$ cat src/rtl/cpu_defs_pkg.sv
// Shared widths, field positions, opcodes and buffer state encodings
// for the 16-bit CSC142 datapath.
package cpu_defs;

  localparam int DATA_WIDTH   = 16;
  localparam int OPCODE_WIDTH = 4;
  localparam int REG_WIDTH    = 4;
  localparam int IMM_WIDTH    = 4;

  localparam int OP_MSB  = 15;
  localparam int OP_LSB  = 12;
  localparam int RD_MSB  = 11;
  localparam int RD_LSB  = 8;
  localparam int RS_MSB  = 7;
  localparam int RS_LSB  = 4;
  localparam int IMM_MSB = 3;
  localparam int IMM_LSB = 0;

  localparam logic [OPCODE_WIDTH-1:0] OP_NOP      = 4'h0;
  localparam logic [OPCODE_WIDTH-1:0] HALT_OPCODE = 4'hF;

  typedef enum logic [1:0] {
    ST_EMPTY = 2'd0,
    ST_ONE   = 2'd1,
    ST_TWO   = 2'd2
  } buf_state_e;

  function automatic logic [OPCODE_WIDTH-1:0] get_opcode(
    input logic [DATA_WIDTH-1:0] instr
  );
    return instr[OP_MSB:OP_LSB];
  endfunction

endpackage

$ cat src/rtl/skid_buffer2.sv
// Generic 2-entry valid/ready skid buffer with registered o_ready.
// Ports: i_valid/o_ready/i_data in, o_valid/i_ready/o_data out, i_flush, i_hold.
module skid_buffer2
  import cpu_defs::*;
#(
  parameter int W = 32
) (
  input  logic         clk,
  input  logic         rst,
  input  logic         i_flush,
  input  logic         i_hold,
  input  logic         i_valid,
  output logic         o_ready,
  input  logic [W-1:0] i_data,
  output logic         o_valid,
  input  logic         i_ready,
  output logic [W-1:0] o_data
);

  buf_state_e   r_state;
  logic [W-1:0] r_head;
  logic [W-1:0] r_skid;
  logic         r_ready;
  logic         w_push;
  logic         w_pop;

  assign o_valid = (r_state != ST_EMPTY);
  assign o_ready = r_ready;
  assign o_data  = r_head;
  assign w_push  = i_valid & r_ready;
  assign w_pop   = o_valid & i_ready;

  // r_ready tracks the next state: low when full or when i_hold
  // (halt) blocks further fetch.
  always_ff @(posedge clk) begin
    if (rst) begin
      r_state <= ST_EMPTY;
      r_head  <= '0;
      r_skid  <= '0;
      r_ready <= 1'b1;
    end else if (i_flush) begin
      r_state <= ST_EMPTY;
      r_ready <= 1'b1;
    end else begin
      unique case (r_state)
        ST_EMPTY: begin
          if (w_push) begin
            r_state <= ST_ONE;
            r_head  <= i_data;
          end
          r_ready <= ~i_hold;
        end
        ST_ONE: begin
          if (w_push && !w_pop) begin
            r_state <= ST_TWO;
            r_skid  <= i_data;
            r_ready <= 1'b0;
          end else begin
            if (w_push) begin
              r_head <= i_data;
            end else if (w_pop) begin
              r_state <= ST_EMPTY;
            end
            r_ready <= ~i_hold;
          end
        end
        ST_TWO: begin
          if (w_pop) begin
            r_state <= ST_ONE;
            r_head  <= r_skid;
            r_ready <= ~i_hold;
          end else begin
            r_ready <= 1'b0;
          end
        end
        default: begin
          r_state <= ST_EMPTY;
          r_ready <= 1'b1;
        end
      endcase
    end
  end

endmodule

$ cat src/rtl/if_id_stage.sv
// Fetch-to-decode register: buffers {pc, instr}, slices decode fields.
// Ports: in_* from fetch, out_* to decode, flush, halted status.
module if_id_stage
  import cpu_defs::*;
(
  input  logic                    clk,
  input  logic                    rst,
  input  logic                    flush,
  input  logic                    in_valid,
  output logic                    in_ready,
  input  logic [DATA_WIDTH-1:0]   in_instr,
  input  logic [DATA_WIDTH-1:0]   in_pc,
  output logic                    out_valid,
  input  logic                    out_ready,
  output logic [OPCODE_WIDTH-1:0] out_opcode,
  output logic [REG_WIDTH-1:0]    out_rd,
  output logic [REG_WIDTH-1:0]    out_rs,
  output logic [IMM_WIDTH-1:0]    out_imm,
  output logic [DATA_WIDTH-1:0]   out_pc,
  output logic                    halted
);

  logic                    r_halted;
  logic                    w_push;
  logic                    w_halt_acc;
  logic                    w_hold;
  logic [2*DATA_WIDTH-1:0] w_head;
  logic [DATA_WIDTH-1:0]   w_instr;

  assign w_push     = in_valid & in_ready;
  assign w_halt_acc = w_push & (get_opcode(in_instr) == HALT_OPCODE);
  // Intake closes the cycle after a HALT is accepted.
  assign w_hold     = r_halted | w_halt_acc;

  skid_buffer2 #(
    .W(2*DATA_WIDTH)
  ) u_buf (
    .clk     (clk),
    .rst     (rst),
    .i_flush (flush),
    .i_hold  (w_hold),
    .i_valid (in_valid),
    .o_ready (in_ready),
    .i_data  ({in_pc, in_instr}),
    .o_valid (out_valid),
    .i_ready (out_ready),
    .o_data  (w_head)
  );

  always_ff @(posedge clk) begin
    if (rst || flush) begin
      r_halted <= 1'b0;
    end else if (w_halt_acc) begin
      r_halted <= 1'b1;
    end
  end

  assign w_instr    = w_head[DATA_WIDTH-1:0];
  assign out_pc     = w_head[2*DATA_WIDTH-1:DATA_WIDTH];
  assign out_opcode = w_instr[OP_MSB:OP_LSB];
  assign out_rd     = w_instr[RD_MSB:RD_LSB];
  assign out_rs     = w_instr[RS_MSB:RS_LSB];
  assign out_imm    = w_instr[IMM_MSB:IMM_LSB];
  assign halted     = r_halted;

endmodule

$ cat config.mk
export PLATFORM = sky130hd
export DESIGN_NAME = if_id_stage
export DESIGN_NICKNAME = d
export VERILOG_FILES = /design/src/rtl/cpu_defs_pkg.sv /design/src/rtl/skid_buffer2.sv /design/src/rtl/if_id_stage.sv
export SDC_FILE = /design/constraint.sdc
export NUM_CORES = 1
export LEC_CHECK = 0
export CORE_MARGIN = 5
export CORE_UTILIZATION = 49
export DETAILED_ROUTE_END_ITERATION = 6
export HOLD_SLACK_MARGIN = 0.03
export PLACE_DENSITY = 0.76
export RECOVER_POWER = 50
export SLEW_MARGIN = 20
export SYNTH_ARGS = -nofsm -noshare
export SYNTH_HDL_FRONTEND = slang
export SYNTH_HIERARCHICAL = 1
export SYNTH_SLANG_ARGS = --single-unit
$ cat constraint.sdc
create_clock -name clk -period 1.8 [get_ports clk]
set_input_delay 0.36 -clock clk [delete_from_list [all_inputs] [get_ports clk]]
set_output_delay 0.36 -clock clk [all_outputs]
set_load 0.02 [all_outputs]
==> impl_metrics.toml <==
[timing]
final_max_slew_viol_count = 0
rsz0062_at_grt = "false"
fin_ws_ps = 39.3
period_share_pct = 97.8
setup_viol = 0
clock.fmax_mhz = 568
hold_viol_final = 0
skew_ps = 8.84
finalCriticalPeriod_ps = 1760
tightest_slew_ps = 492
slew_headroom_pct = 67.2

[drt]
viasPerCell = 5.12
routed_wl_um = 6830
route.antenna.remaining_nets = 0
avgRoutedWirePerCell_um = 14.6
first_iter_violations = 135
drtPass1Iterations = 4
vias = 2401
drc_errors = 0

[critical_path]
endpoint = "in_ready"
crit_path_end_kind = "output port"
rr_worst_depth = 5
crit_cells = 1
slowest_stage = "clkdlybuf4s50_1"
path_buf_inv = 1
crit-reg2reg-capture = "u_buf/r_skid[22]"
critPathMaxStageDelay_ps = 660
cp_max_fo = 4
rrSetupSlack_ps = 150
crit_path_start_kind = "flop"
r2r_start = "u_buf/r_state[1]"
startpoint = "u_buf/o_ready"
cp_top_family = "buffers and inverters"
critPathRequiredTime_ps = 1440
crit_chain = "clkdlybuf4s50_1"
crit_type = "reg -> out"
arrival_ps = 1400

[synthesis]
synthCells = 308
synth_cell_types = 28
synth_nets = 345
synth_compound_area_share_pct = 7.84
synth_area_mm2 = 0.00289
synth_top_family_by_area = "multiplexers"
synthXorXnorAreaFrac_pct = 0
synth_seq_cells = 68
synth-seq-area-share_pct = 47.1
yosys_warnings = 6
post_synth_fa_ha_maj_area_fraction_pct = 0
synth-simple-area-share_pct = 15.8
synthMuxAreaShare_pct = 23.9
syn-mean-instance-area_um2 = 9.38

[die]
io_pins = 72
start_util_pct = 49.7
rows = 28
core_mm2 = 0.00582
fp.dieW_um = 86.8
chipHeight_um = 86.8
dieArea_mm2 = 0.00753

[global_route]
grt_max_degree = 32
grt_pass1_vias = 2420
antenna_found_initial = 0
grt_pass1_wl_um = 11100
overflow = 0
track_usage_pct = 18.6

[pwr]
power_w = 0.00326
p_leak_nw = 1.60
power_density_mw_per_mm2 = 832
ir_worst_vdd_v = 0.000460

[worst_hold_path]
hold_path_class = "reg -> reg"
hold_start = "u_buf/r_skid[4]"

[final_layout]
final_nets = 426
seqCellArea_mm2 = 0.00136
final-instance-count-excl-fill = 469
layout-drive-gt1-share_pct = 18.8
fillers = 504
multi_input_area_mm2 = 0.00139
antenna_cells = 0
syn_to_final_growth_pct = 35.9
utilization_pct = 67.5

[job]
maxCapViolations = 0

[cts]
clockBufferDepth = 2
cts.sinks = 68
clkLatencyLatePin_ps = 330
clk_pin_slew_worst_paths_ps = 70
htree_levels = 3
cts_root_buf = "clkbuf_8"
cts-buffers-inserted = 9
cts_tree = "yes"

[run_status]
status = "finished clean"

[placed_design]
portBuffers = 71
place_ws_ps = -200
gp_congestion = 0.772
dp.cells = 453
dpl.hpwl_um = 4850
cell type report:
type / count / area share, %
Clock buffer: 10 / 3.51
Clock inverter: 6 / 1.63
Inverter: 1 / 0.0957
Multi-Input combinational cell: 216 / 35.3
Sequential cell: 68 / 34.7
Tap cell: 75 / 2.39
Timing Repair Buffer: 93 / 22.4
how the worst min path moves through the flow:
stage	endpoint	slack (ps)	cells past startpoint
2_1_floorplan	u_buf/r_skid[0]	430	2
3_3_place_gp	u_buf/r_skid[6]	440	2
3_5_place_dp	u_buf/r_skid[12]	450	2
4_1_cts	u_buf/r_skid[12]	460	2
5_1_grt	u_buf/r_skid[4]	470	2
6_report	u_buf/r_skid[4]	450	2
cell families after synthesis:
group | after synthesis
AND/OR/NAND/NOR | 110
buffers and inverters | 24
AO/OA/AOI/OAI | 41
multiplexers | 65
flip-flops | 68
layout by cell type, fill, tap and decap left out, types with 2 or more instances in the layout:
master           Yosys  layout
mux2i_1             33      33
dlygate4sd3_1        0       5
a21oi_1             33      33
clkdlybuf4s50_1      0      64
o21ai_0              2       2
buf_2                9       2
nor2_1              32      32
clkbuf_8             0      10
clkinv_2             0       2
buf_12               0       2
dfxtp_1             68      68
nand2_1             67      67
clkinvlp_4           0       2
buf_4                0      13
clkbuf_2             0       4
mux2_2              32      32
per-layer routing:
metal | track usage, % | wire length (µm)
met1 | 23.7 | 3100
met2 | 30.5 | 3290
met3 | 4.66 | 393
met4 | 6.66 | 45
met5 | 0 | 0
timing repair:
action | CTS | global route
setup endpoints to repair | 1 | 0
buffers inserted | 0 | 0
hold endpoints to repair | 0 | 0
hold buffers | 0 | 0
gates resized for setup | 1 | 0
synth_stat cells:
master | number | share of area [%]
nor2_1 | 32 | 4.2
nor2b_1 | 1 | 0.22
clkbuf_1 | 7 | 0.91
nand4_1 | 1 | 0.22
buf_6 | 7 | 2.7
o21ai_0 | 2 | 0.35
nor3_1 | 1 | 0.17
o22a_1 | 1 | 0.30
nor4b_1 | 1 | 0.30
o41a_1 | 1 | 0.39
o21bai_1 | 1 | 0.26
nand2_1 | 67 | 8.7
a21oi_1 | 33 | 5.7
dfxtp_1 | 68 | 47
nor4_2 | 1 | 0.43
or4_1 | 1 | 0.26
o41ai_1 | 1 | 0.30
mux2i_1 | 33 | 11
mux2_2 | 32 | 12
nand2b_1 | 1 | 0.22
buf_2 | 9 | 1.6
a211oi_1 | 1 | 0.26
inv_1 | 1 | 0.13
or2_2 | 1 | 0.22
or3b_1 | 1 | 0.30
nand4bb_1 | 1 | 0.39
nand3_1 | 1 | 0.17
o21a_1 | 1 | 0.26
stage by stage:
step                cell area, µm²  hold WS (ps)  TNS, ps
global route                  3920           469        0
detailed placement            3740           445    -9750
finish                        3920           454        0
CTS                           3940           456        0
floorplan                     2890           434        0
global placement              3740           439    -6890
where the power goes:
group / switching [W] / total [W] / leakage [nW] / internal [W]
Clock: 0.000579 / 0.00125 / 0.0983 / 0.000675
Combinational: 0.000198 / 0.000434 / 0.954 / 0.000236
Sequential: 0.0000255 / 0.00158 / 0.552 / 0.00155
flip-flops by register name (all words and copies together), names as in the netlist:
name	cells
u_buf/o_data	32
u_buf/r_skid	32
u_buf/r_state	2
halted	1
u_buf/o_ready	1
No activity file was read; power rests on OpenSTA's default activity.
